`src/rtl/jt51_phrom_pkg.sv`:
```
// rtl/jt51_phrom_pkg.sv - shared widths, owner and sweep-state types for the phase-ROM arbiter
package jt51_phrom_pkg;

  localparam int PH_W   = 19;
  localparam int ADDR_W = 5;
  localparam int BANK_W = 2;
  localparam int IDX_W  = BANK_W + ADDR_W;

  typedef enum logic {
    OWN_OP  = 1'b0,
    OWN_AUX = 1'b1
  } owner_e;

  typedef enum logic [1:0] {
    SW_IDLE,
    SW_ISSUE,
    SW_WAIT,
    SW_DONE
  } sweep_state_e;

  // Rotate-left-by-one then fold in the new word.
  function automatic logic [PH_W-1:0] sig_step(input logic [PH_W-1:0] sig,
                                               input logic [PH_W-1:0] ph);
    return {sig[PH_W-2:0], sig[PH_W-1]} ^ ph;
  endfunction

endpackage

```
`src/rtl/jt51_phrom_arb_if.sv`:
```
// rtl/jt51_phrom_arb_if.sv - operator and auxiliary requester bus of the phase-ROM arbiter
interface jt51_phrom_arb_if #(
  parameter int TAG_W = 5
);
  import jt51_phrom_pkg::*;

  logic              op_req;
  logic [BANK_W-1:0] op_bank;
  logic [ADDR_W-1:0] op_addr;
  logic [TAG_W-1:0]  op_tag;
  logic              op_vld;
  logic [PH_W-1:0]   op_ph;
  logic [TAG_W-1:0]  op_tag_out;

  logic              aux_req;
  logic              aux_ready;
  logic [BANK_W-1:0] aux_bank;
  logic [ADDR_W-1:0] aux_addr;
  logic              aux_rvld;
  logic [PH_W-1:0]   aux_ph;
  logic              aux_rack;

  modport master (
    output op_req, op_bank, op_addr, op_tag,
    output aux_req, aux_bank, aux_addr, aux_rack,
    input  op_vld, op_ph, op_tag_out,
    input  aux_ready, aux_rvld, aux_ph
  );

  modport slave (
    input  op_req, op_bank, op_addr, op_tag,
    input  aux_req, aux_bank, aux_addr, aux_rack,
    output op_vld, op_ph, op_tag_out,
    output aux_ready, aux_rvld, aux_ph
  );

endinterface

```
`src/rtl/jt51_phrom_sweep.sv`:
```
// rtl/jt51_phrom_sweep.sv - walks all 128 ROM words through the aux port and folds them into a signature
module jt51_phrom_sweep
  import jt51_phrom_pkg::*;
(
  input  logic              clk,
  input  logic              rst,
  input  logic              cen,
  input  logic              start,
  input  logic              gnt,
  input  logic              res_vld,
  input  logic [PH_W-1:0]   res_ph,
  output logic              req,
  output logic [BANK_W-1:0] bank,
  output logic [ADDR_W-1:0] addr,
  output logic              ack,
  output logic              res_own,
  output logic              busy,
  output logic              done,
  output logic [PH_W-1:0]   sig
);

  sweep_state_e     state, state_n;
  logic [IDX_W-1:0] idx, idx_n;
  logic [PH_W-1:0]  sig_n;

  always_ff @(posedge clk) begin
    if (rst) begin
      state <= SW_IDLE;
      idx   <= '0;
      sig   <= '0;
    end else if (cen) begin
      state <= state_n;
      idx   <= idx_n;
      sig   <= sig_n;
    end
  end

  always_comb begin
    state_n = state;
    idx_n   = idx;
    sig_n   = sig;
    req     = 1'b0;
    ack     = 1'b0;
    case (state)
      SW_IDLE: begin
        if (start) begin
          state_n = SW_ISSUE;
          idx_n   = '0;
          sig_n   = '0;
        end
      end
      SW_ISSUE: begin
        req = 1'b1;
        if (gnt) state_n = SW_WAIT;
      end
      SW_WAIT: begin
        if (res_vld) begin
          ack     = 1'b1;
          sig_n   = sig_step(sig, res_ph);
          idx_n   = idx + 1'b1;
          state_n = (&idx) ? SW_DONE : SW_ISSUE;
        end
      end
      SW_DONE: state_n = SW_IDLE;
      default: state_n = SW_IDLE;
    endcase
  end

  assign bank    = idx[IDX_W-1:ADDR_W];
  assign addr    = idx[ADDR_W-1:0];
  // Only the result requested from WAIT belongs to the sweep; others stay with the external port.
  assign res_own = (state == SW_WAIT);
  assign busy    = (state != SW_IDLE);
  assign done    = (state == SW_DONE) & cen;

endmodule

```
`src/rtl/jt51_phrom_arb.sv`:
```
// rtl/jt51_phrom_arb.sv - operator/aux arbiter for the shared phase ROM with tagged result steering
// Optional address sweep signature engine enabled by JT51_PHROM_SWEEP_EN.
module jt51_phrom_arb
  import jt51_phrom_pkg::*;
#(
  parameter int STALL_W = 8,
  parameter int TAG_W   = 5
) (
  input  logic               clk,
  input  logic               rst,
  input  logic               cen,
  jt51_phrom_arb_if.slave    bus,
  output logic [BANK_W-1:0]  rom_bank,
  output logic [ADDR_W-1:0]  rom_addr,
  input  logic [PH_W-1:0]    rom_ph,
  output logic [STALL_W-1:0] aux_stall
`ifdef JT51_PHROM_SWEEP_EN
  ,
  input  logic               sweep_start,
  output logic               sweep_busy,
  output logic               sweep_done,
  output logic [PH_W-1:0]    sweep_sig
`endif
);

  logic              aux_req_i;
  logic [BANK_W-1:0] aux_bank_i;
  logic [ADDR_W-1:0] aux_addr_i;
  logic              aux_rack_i;
  logic              ext_block;

  logic              s1_vld;
  owner_e            s1_own;
  logic [TAG_W-1:0]  s1_tag;

  logic              aux_outstanding;
  logic              aux_free;
  logic              aux_gnt;

  assign aux_outstanding = (s1_vld && (s1_own == OWN_AUX)) || bus.aux_rvld;
  assign aux_free        = cen & ~rst & ~bus.op_req & ~aux_outstanding;
  assign aux_gnt         = aux_free & aux_req_i;
  assign bus.aux_ready   = aux_free & ~ext_block;

`ifdef JT51_PHROM_SWEEP_EN
  logic              sw_req;
  logic [BANK_W-1:0] sw_bank;
  logic [ADDR_W-1:0] sw_addr;
  logic              sw_ack;
  logic              sw_own;

  jt51_phrom_sweep u_sweep (
    .clk     (clk),
    .rst     (rst),
    .cen     (cen),
    .start   (sweep_start),
    .gnt     (aux_gnt),
    .res_vld (bus.aux_rvld),
    .res_ph  (bus.aux_ph),
    .req     (sw_req),
    .bank    (sw_bank),
    .addr    (sw_addr),
    .ack     (sw_ack),
    .res_own (sw_own),
    .busy    (sweep_busy),
    .done    (sweep_done),
    .sig     (sweep_sig)
  );

  assign ext_block  = sweep_busy;
  assign aux_req_i  = sweep_busy ? sw_req  : bus.aux_req;
  assign aux_bank_i = sweep_busy ? sw_bank : bus.aux_bank;
  assign aux_addr_i = sweep_busy ? sw_addr : bus.aux_addr;
  assign aux_rack_i = sw_own ? sw_ack : bus.aux_rack;
`else
  assign ext_block  = 1'b0;
  assign aux_req_i  = bus.aux_req;
  assign aux_bank_i = bus.aux_bank;
  assign aux_addr_i = bus.aux_addr;
  assign aux_rack_i = bus.aux_rack;
`endif

  // Stage 1: grant and register the ROM address; the operator never waits.
  always_ff @(posedge clk) begin
    if (rst) begin
      rom_bank <= '0;
      rom_addr <= '0;
      s1_vld   <= 1'b0;
      s1_own   <= OWN_OP;
      s1_tag   <= '0;
    end else if (cen) begin
      if (bus.op_req) begin
        rom_bank <= bus.op_bank;
        rom_addr <= bus.op_addr;
        s1_vld   <= 1'b1;
        s1_own   <= OWN_OP;
        s1_tag   <= bus.op_tag;
      end else if (aux_gnt) begin
        rom_bank <= aux_bank_i;
        rom_addr <= aux_addr_i;
        s1_vld   <= 1'b1;
        s1_own   <= OWN_AUX;
        s1_tag   <= bus.op_tag;
      end else begin
        s1_vld   <= 1'b0;
      end
    end
  end

  // Stage 2: steer the ROM word to whoever owned stage 1.
  always_ff @(posedge clk) begin
    if (rst) begin
      bus.op_vld     <= 1'b0;
      bus.op_ph      <= '0;
      bus.op_tag_out <= '0;
      bus.aux_rvld   <= 1'b0;
      bus.aux_ph     <= '0;
      aux_stall      <= '0;
    end else if (cen) begin
      bus.op_vld <= s1_vld && (s1_own == OWN_OP);
      if (s1_vld && (s1_own == OWN_OP)) begin
        bus.op_ph      <= rom_ph;
        bus.op_tag_out <= s1_tag;
      end
      if (s1_vld && (s1_own == OWN_AUX)) begin
        bus.aux_ph   <= rom_ph;
        bus.aux_rvld <= 1'b1;
      end else if (aux_rack_i) begin
        bus.aux_rvld <= 1'b0;
      end
      if (aux_req_i && !aux_outstanding && bus.op_req && !(&aux_stall))
        aux_stall <= aux_stall + 1'b1;
    end
  end

endmodule
```
`src/flat_wrapper.sv`:
```
// flat-port wrapper written by rule: the top's interface ports become plain ports
module jt51_phrom_arb_flat import jt51_phrom_pkg::*;
#(
  parameter int STALL_W = 8,
  parameter int TAG_W   = 5
)
  (clk, rst, cen, rom_bank, rom_addr, rom_ph, aux_stall, bus_op_req, bus_op_bank, bus_op_addr, bus_op_tag, bus_aux_req, bus_aux_bank, bus_aux_addr, bus_aux_rack, bus_op_vld, bus_op_ph, bus_op_tag_out, bus_aux_ready, bus_aux_rvld, bus_aux_ph);
  jt51_phrom_arb_if #(.TAG_W(TAG_W)) bus_i ();
  input  logic clk;
  input  logic rst;
  input  logic cen;
  output logic [BANK_W-1:0] rom_bank;
  output logic [ADDR_W-1:0] rom_addr;
  input  logic [PH_W-1:0] rom_ph;
  output logic [STALL_W-1:0] aux_stall;
  input wire logic [$bits(bus_i.op_req)-1:0] bus_op_req;
  input wire logic [$bits(bus_i.op_bank)-1:0] bus_op_bank;
  input wire logic [$bits(bus_i.op_addr)-1:0] bus_op_addr;
  input wire logic [$bits(bus_i.op_tag)-1:0] bus_op_tag;
  input wire logic [$bits(bus_i.aux_req)-1:0] bus_aux_req;
  input wire logic [$bits(bus_i.aux_bank)-1:0] bus_aux_bank;
  input wire logic [$bits(bus_i.aux_addr)-1:0] bus_aux_addr;
  input wire logic [$bits(bus_i.aux_rack)-1:0] bus_aux_rack;
  output wire logic [$bits(bus_i.op_vld)-1:0] bus_op_vld;
  output wire logic [$bits(bus_i.op_ph)-1:0] bus_op_ph;
  output wire logic [$bits(bus_i.op_tag_out)-1:0] bus_op_tag_out;
  output wire logic [$bits(bus_i.aux_ready)-1:0] bus_aux_ready;
  output wire logic [$bits(bus_i.aux_rvld)-1:0] bus_aux_rvld;
  output wire logic [$bits(bus_i.aux_ph)-1:0] bus_aux_ph;
  assign bus_i.op_req = bus_op_req;
  assign bus_i.op_bank = bus_op_bank;
  assign bus_i.op_addr = bus_op_addr;
  assign bus_i.op_tag = bus_op_tag;
  assign bus_i.aux_req = bus_aux_req;
  assign bus_i.aux_bank = bus_aux_bank;
  assign bus_i.aux_addr = bus_aux_addr;
  assign bus_i.aux_rack = bus_aux_rack;
  assign bus_op_vld = bus_i.op_vld;
  assign bus_op_ph = bus_i.op_ph;
  assign bus_op_tag_out = bus_i.op_tag_out;
  assign bus_aux_ready = bus_i.aux_ready;
  assign bus_aux_rvld = bus_i.aux_rvld;
  assign bus_aux_ph = bus_i.aux_ph;
  jt51_phrom_arb #(.STALL_W(STALL_W), .TAG_W(TAG_W)) u_core (.clk(clk), .rst(rst), .cen(cen), .bus(bus_i), .rom_bank(rom_bank), .rom_addr(rom_addr), .rom_ph(rom_ph), .aux_stall(aux_stall));
endmodule
```
`config.mk`:
```
export PLATFORM = sky130hd
export DESIGN_NAME = jt51_phrom_arb_flat
export DESIGN_NICKNAME = d
export VERILOG_FILES = /design/src/rtl/jt51_phrom_pkg.sv /design/src/rtl/jt51_phrom_arb_if.sv /design/src/rtl/jt51_phrom_sweep.sv /design/src/rtl/jt51_phrom_arb.sv /design/src/flat_wrapper.sv
export SDC_FILE = /design/constraint.sdc
export NUM_CORES = 1
export LEC_CHECK = 0
export BUFFER_PORTS_ARGS = -buffer_cell sky130_fd_sc_hd__buf_2
export CAP_MARGIN = 0
export CORE_MARGIN = 1
export CORE_UTILIZATION = 42
export CTS_BUF_LIST = sky130_fd_sc_hd__clkbuf_4 sky130_fd_sc_hd__clkbuf_8
export DETAILED_ROUTE_END_ITERATION = 8
export PLACE_DENSITY = 0.71
export SETUP_SLACK_MARGIN = 0.2
export SYNTH_ARGS = -nofsm -noshare
export SYNTH_HDL_FRONTEND = slang
export SYNTH_SLANG_ARGS = --single-unit
export TNS_END_PERCENT = 30
```
`constraint.sdc`:
```
create_clock -name clk -period 1.6 [get_ports clk]
set_clock_uncertainty 0.05 [all_clocks]
set_input_delay 0.16 -clock clk [delete_from_list [all_inputs] [get_ports clk]]
set_output_delay 0.16 -clock clk [all_outputs]
set_load 0.01 [all_outputs]
```
==> results of run 1 <==
[critical path, stage by stage (launching register included)]
cell	delay, ps
dfxtp_2	320
and2b_2	240
buf_4	140
and4_2	240
and4_1	200
a211oi_1	210
[power by group through the flow]
stage	registers [µW]	logic, µW	clock network, µW
6_report	1750	347	1720
5_1_grt	1760	385	1830
4_1_cts	1750	341	1770
3_5_place_dp	1790	312	0
3_3_place_gp	1790	306	0
2_1_floorplan	1810	146	0
[layout make-up]
type | instances | area (µm²) | area share [%]
sequential | 67 | 1346 | 36.72
multi-input combinational | 227 | 1197 | 32.66
clock inverter | 6 | 112.6 | 3.072
timing repair buffer | 130 | 770.7 | 21.02
clock buffer | 10 | 137.6 | 3.754
inverter | 2 | 7.507 | 0.2048
tap | 75 | 93.84 | 2.560
[how the worst min path moves through the flow]
stage               start                     to  slack, ps  cells past startpoint
4_1_cts        rom_ph[16]   u_core.bus.op_ph[16]          3                      3
6_report        rom_ph[4]    u_core.bus.op_ph[4]         20                      3
5_1_grt         rom_ph[4]   u_core.bus.aux_ph[4]         20                      3
3_3_place_gp   rom_ph[15]   u_core.bus.op_ph[15]        360                      3
3_5_place_dp   rom_ph[17]  u_core.bus.aux_ph[17]        370                      3
2_1_floorplan   rom_ph[0]   u_core.bus.aux_ph[0]        250                      2
[cell usage after synthesis, types with 2 or more instances]
master,n
nand2_1,94
dfxtp_1,67
a21oi_1,55
nor2_1,24
clkbuf_1,17
nand3_1,9
o21ai_0,7
o221a_2,7
mux2i_1,4
and4_1,3
nor3_1,3
a211oi_1,2
and3_1,2
inv_1,2
mux2_2,2
nand2b_1,2
nor2b_1,2
[state kept, by name (all words and copies together) (netlist names), 2 cells and up]
name and flops:
u_core.bus.aux_ph 19, u_core.bus.op_ph 19, u_core.aux_stall 8, u_core.bus.op_tag_out 5, u_core.rom_addr 5, u_core.s1_tag 5, u_core.rom_bank 2
[per-layer routing]
metal,vias to the layer above,global-route usage [%]
li1,1311,-
met1,1151,26.13
met2,70,34.96
met3,11,5.143
met4,0,12.32
met5,-,0
[metrics by stage]
stage | setup WS (ps) | total power [µW] | cell area, µm² | hold slack (ps)
after floorplan | 171.6 | 1951 | 2575 | 246.0
final | 119.2 | 3813 | 3666 | 20.04
after CTS | 70.37 | 3856 | 3623 | 2.847
after global routing | 76.21 | 3975 | 3666 | 22.92
after global placement | 119.3 | 2092 | 3214 | 363.2
after detailed placement | 119.3 | 2100 | 3214 | 367.9
[logic make-up after synthesis]
| logic type | count (synthesis) |
|---|---|
| and+or+nand+nor | 145 |
| AOI/OAI and AO/OA | 75 |
| DFF | 67 |
| buffers and inverters | 20 |
| muxes | 6 |
| adders and majority gates | 1 |
[timing repair]
action / 4_1_cts / 5_1_grt
pin swaps: 2 / 4
setup endpoints to repair: 36 / 39
resized for setup: 6 / 6
hold endpoints to repair: 16 / 0
setup buffers: 3 / 2
hold buffers: 12 / 0
==> impl_results.md, run 1 <==
- Met2 wire len: 3150 µm
- Num CTS Buffers: 9
- Synth-to-layout area growth: 43.49%
- Htree depth: 3
- Sw Share: 22.25%
- Fin Setup TNS: 0 ps
- Post-DRT Antenna Nets: 0
- M1 wire length: 2918 µm
- Via-per-instance ratio: 4.919
- First-pass GRT wire length: 10670 µm
- Uppermost layer routed: met4
- Final Core Density: 62.29%
- P_int: 2965 µW
- Global route overflow: 0
- Worst-Skew Late Latency: 330 ps
- Capturing point of the worst reg2reg path: u_core.aux_stall[5]
- Mux share of post-synthesis cell area: 2.449%
- Nets: 482
- Async SR Flop Fraction: 0%
- Crit path from: u_core.bus.aux_rvld
- Gr usage total: 21.62%
- Crit path DAT: 1680 ps
- Max-cap violations: 0
- Port bufs: 104
- Worst-Margin Slew: 429.2 ps
- DR iter-0 viols: 76
- Top post-synthesis cells by area: dfxtp_1, nand2_1, a21oi_1
- Syn Std Cell Area: 2555 µm²
- Post-synthesis sequential area ratio: 52.50%
- Syn. warnings: 0
- Row count: 28
- Drt drc: 0
- Clock power share: 45.0%
- Kind of end point of the critical path: flop
- Flops & latches, synth: 67
- Yosys top cell by area: dfxtp_1
- Ant. Diodes: 0
- Final Non-Filler Cells: 517
- Register-to-register setup slack: 120 ps
- Final Max Tran Viols: 0
- Final count of hold timing violations: 0
- Clock root cell: clkbuf_8
- Data required, critical path: 1800 ps
- Main synth FF type: dfxtp_1
- Status: complete, no violations
- Most frequent cells in the layout: buf_2, nand2_1, dfxtp_1
- Max-slew headroom: 71.39%
- Combinational family with the most area after synthesis: simple AND/OR/NAND/NOR gates
- Hold WC Path Type: input pin to flop
- Tcrit/Tclk final: 92.55%
- CTS sink count: 67
- Net load switching power: 848.5 µW
- Post-Synth Simple-Gate Area: 24.19%
- Die width: 80.00 µm
- Initial antenna violation count: 0
- Vias in the first global route: 2373
- Placer Congestion: 0.7719
- Syn_area_per_cell: 8.137 µm²
- Reg2reg path depth: 5
- Setup Viol. Count Final: 0
- Clk buf depth: 2
- Post-synth EDFFs: 0
- DR pass1 iterations: 4
- Share of layout cells above drive strength 1: 35.97%
- RSZ-0062 raised after global routing: yes
- Critical path type: flop to flop
- Startpoint types: flop
- # IOs: 105
- Cell count after placement: 484
- Post-synth cell types: 29
- Clock-pin slew on the worst setup and hold paths: 80 ps
- TritonCTS clock tree: done
- Post-Route WL: 6543 µm
- Largest net degree at the start of global routing: 27
- Die area: 6399 µm²
- Power Density: 1040 nW/µm²
- Adder-cell share of the synthesized area: 0.4897%
- Crit path max fanout: 5
- Synth Area in Compound Gates: 17.38%
- Routed via count: 2543
- Core area: 5886 µm²
- Maximum clock frequency: 675.3 MHz
- Post-synthesis xor/xnor area fraction: 0%
- Commonest non-fill, non-tap cell in the layout: buf_2
- VDD IR-drop max: 0.6582 mV
- P_leak: 0.001622 µW
- Synthesized Nets: 359
- Comb pwr share: 9.1%
- Initial core utilization: 43.41%
- FILL cells: 533
- Chip height: 80.00 µm
- Sequential Power Share: 45.9%
- Min cycle time layout: 1481 ps
- Critical path endpoint: u_core.aux_stall[5]
- Critical R2R Launch: u_core.bus.aux_rvld
- WL/cell: 12.66 µm
- DP HPWL: 4305 µm
- Top-area cell type share of the netlist area: 52.50%
- Syn Inst Count: 314
- Met3 WL: 345 µm
Power figures use the tool's default switching activity.
==> run 2, diff against run 1 <==
- HOLD_SLACK_MARGIN: default -> 0.15
==> impl_results.md, run 2 (same netlist as run 1, synthesis figures left out) <==
- Clock-pin slew on the worst setup and hold paths: 70 ps (was 80 ps)
- Largest net degree at the start of global routing: 27 (unchanged)
- Vias in the first global route: 2527 (was 2373)
- Synth-to-layout area growth: 54.75% (was 43.49%)
- Crit path max fanout: 4 (was 5)
- Commonest non-fill, non-tap cell in the layout: buf_2 (unchanged)
- Clock root cell: clkbuf_8 (unchanged)
- Cell count after placement: 484 (unchanged)
- Maximum clock frequency: 688.7 MHz (was 675.3 MHz)
- VDD IR-drop max: 0.6607 mV (was 0.6582 mV)
- Critical path cell sequence: and2b_2 -> buf_4 -> nand4_4 -> or4_1 -> a21oi_1 (was and2b_2 -> buf_4 -> and4_2 -> and4_1 -> a211oi_1)
- Multi-input gate area: 1194 µm² (was 1197 µm²)
- Routed via count: 2735 (was 2543)
- Global route overflow: 0 (unchanged)
- Final Non-Filler Cells: 546 (was 517)
- DP HPWL: 4305 µm (unchanged)
- Num CTS Buffers: 9 (unchanged)
- RSZ-0062 raised after global routing: yes (unchanged)
- Via-per-instance ratio: 5.009 (was 4.919)
- Setup Viol. Count Final: 0 (unchanged)
- Die area: 6399 µm² (unchanged)
- Chip height: 80.00 µm (unchanged)
- Gr usage total: 24.03% (was 21.62%)
- Hold path depth: 4 (was 3)
- DR iter-0 viols: 118 (was 76)
- Share of layout cells above drive strength 1: 33.76% (was 35.97%)
- Biggest regs: u_core.bus.aux_ph x19, u_core.bus.op_ph x19, u_core.aux_stall x8 (unchanged)
- Drt drc: 0 (unchanged)
- Worst-Skew Late Latency: 330 ps (about the same)
- Hold WC Path Type: input pin to flop (unchanged)
- Final count of hold timing violations: 0 (unchanged)
- Power Density: 983.4 nW/µm² (was 1040 nW/µm²)
- Final Max Tran Viols: 0 (unchanged)
- WL/cell: 13.41 µm (was 12.66 µm)
- Reg2reg path depth: 5 (unchanged)
- CTS sink count: 67 (unchanged)
- Tcrit/Tclk final: 90.75% (was 92.55%)
- Slowest library cell on the worst path: or4_1 (was dfxtp_2)
- Critical R2R Launch: u_core.bus.aux_rvld (unchanged)
- Die width: 80.00 µm (unchanged)
- Max-cap violations: 0 (unchanged)
- Crit path DAT: 1670 ps (was 1680 ps)
- DR pass1 iterations: 4 (unchanged)
- Crit path from: u_core.bus.aux_rvld (unchanged)
- Placer Congestion: 0.7719 (unchanged)
- First-pass GRT wire length: 11740 µm (was 10670 µm)
- Htree depth: 3 (unchanged)
- Row count: 28 (unchanged)
- Kind of end point of the critical path: flop (unchanged)
- Slowest stage delay, CP: 410 ps (was 320 ps)
- Sequential cell area: 1348 µm² (was 1346 µm²)
- Most frequent cells in the layout: buf_2, nand2_1, dfxtp_1 (unchanged)
- Initial antenna violation count: 0 (unchanged)
- FILL cells: 476 (was 533)
- Nets: 511 (was 482)
- Port bufs: 104 (unchanged)
- Worst-Margin Slew: 467.1 ps (was 429.2 ps)
- Min cycle time layout: 1452 ps (was 1481 ps)
- Status: complete, no violations (unchanged)
- Min-delay src: bus_op_addr[3] (was rom_ph[4])
- Critical path type: flop to flop (unchanged)
- Post-Route WL: 7324 µm (was 6543 µm)
- P_leak: 0.001744 µW (was 0.001622 µW)
- Startpoint types: flop (unchanged)
- # IOs: 105 (unchanged)
- Post-DRT Antenna Nets: 0 (unchanged)
- Core area: 5886 µm² (unchanged)
- Clk buf depth: 2 (unchanged)
- TritonCTS clock tree: done (unchanged)
- Final Core Density: 67.18% (was 62.29%)
- Fin Setup TNS: 0 ps (unchanged)
- Max-slew headroom: 68.86% (was 71.39%)
- Data required, critical path: 1820 ps (was 1800 ps)
- Initial core utilization: 43.41% (unchanged)
- Ant. Diodes: 0 (unchanged)
==> run 2: cell types whose count changed in the layout (fill, tap and decap cells not counted), sizes merged <==
cell         before  now
dlygate4sd3      12   41
==> run 2: per-stage QoR <==
step,setup WS [ps],cell area (µm²),hold slack (ps),total power (µW)
2_1_floorplan,171.6,2575,246.0,1951
3_3_place_gp,119.3,3214,363.2,2092
3_5_place_dp,119.3,3214,367.9,2100
4_1_cts,70.37,3914,153.4,3910
5_1_grt,76.18,3954,169.1,4047
6_report,148.1,3954,174.2,3888
==> run 2: area by class of cell <==
cell class                      count  share of cell area, %
Clock buffer                       10                  3.481
Clock inverter                      6                  2.848
Inverter                            2                 0.1899
Multi-Input combinational cell    227                  30.19
Sequential cell                    67                  34.08
Tap cell                           75                  2.373
Timing Repair Buffer              159                  26.84
==> run 2: metal layers <==
metal	vias up	routed length, µm	global-route usage (%)
li1	1364	-	-
met1	1235	3062	29.70
met2	113	3534	38.38
met3	23	482	5.029
met4	0	245	14.11
met5	-	0	0
==> run 2: where the power goes <==
group          internal, µW  switching [µW]
Combinational           211             198
Sequential             1720            32.3
Clock                  1080             646
Total                  3010             877
==> run 2: worst max-delay path, delay by kind of cell, from the launching register on <==
| family | cells | cell delay (ps) |
|---|---|---|
| compound gates | 1 | 120 |
| simple gates | 3 | 770 |
| buf+inv | 1 | 120 |
| flops | 1 | 320 |
==> run 2: worst paths after layout <==
| check | to | slack (ps) |
|---|---|---|
| setup / recovery | u_core.aux_stall[4] | 150 |
| hold / removal | u_core.rom_addr[3] | 170 |
| setup reg to reg | u_core.aux_stall[4] | 150 |
| hold reg to reg | u_core.bus.op_ph[17] | 400 |
==> run 2: what timing repair did <==
item | in CTS | in global routing
pin swaps | 2 | 4
resized for setup | 6 | 7
hold endpoints to repair | 52 | 0
buffers inserted | 3 | 2
hold buffers | 41 | 0
endpoints found under the setup margin | 36 | 39
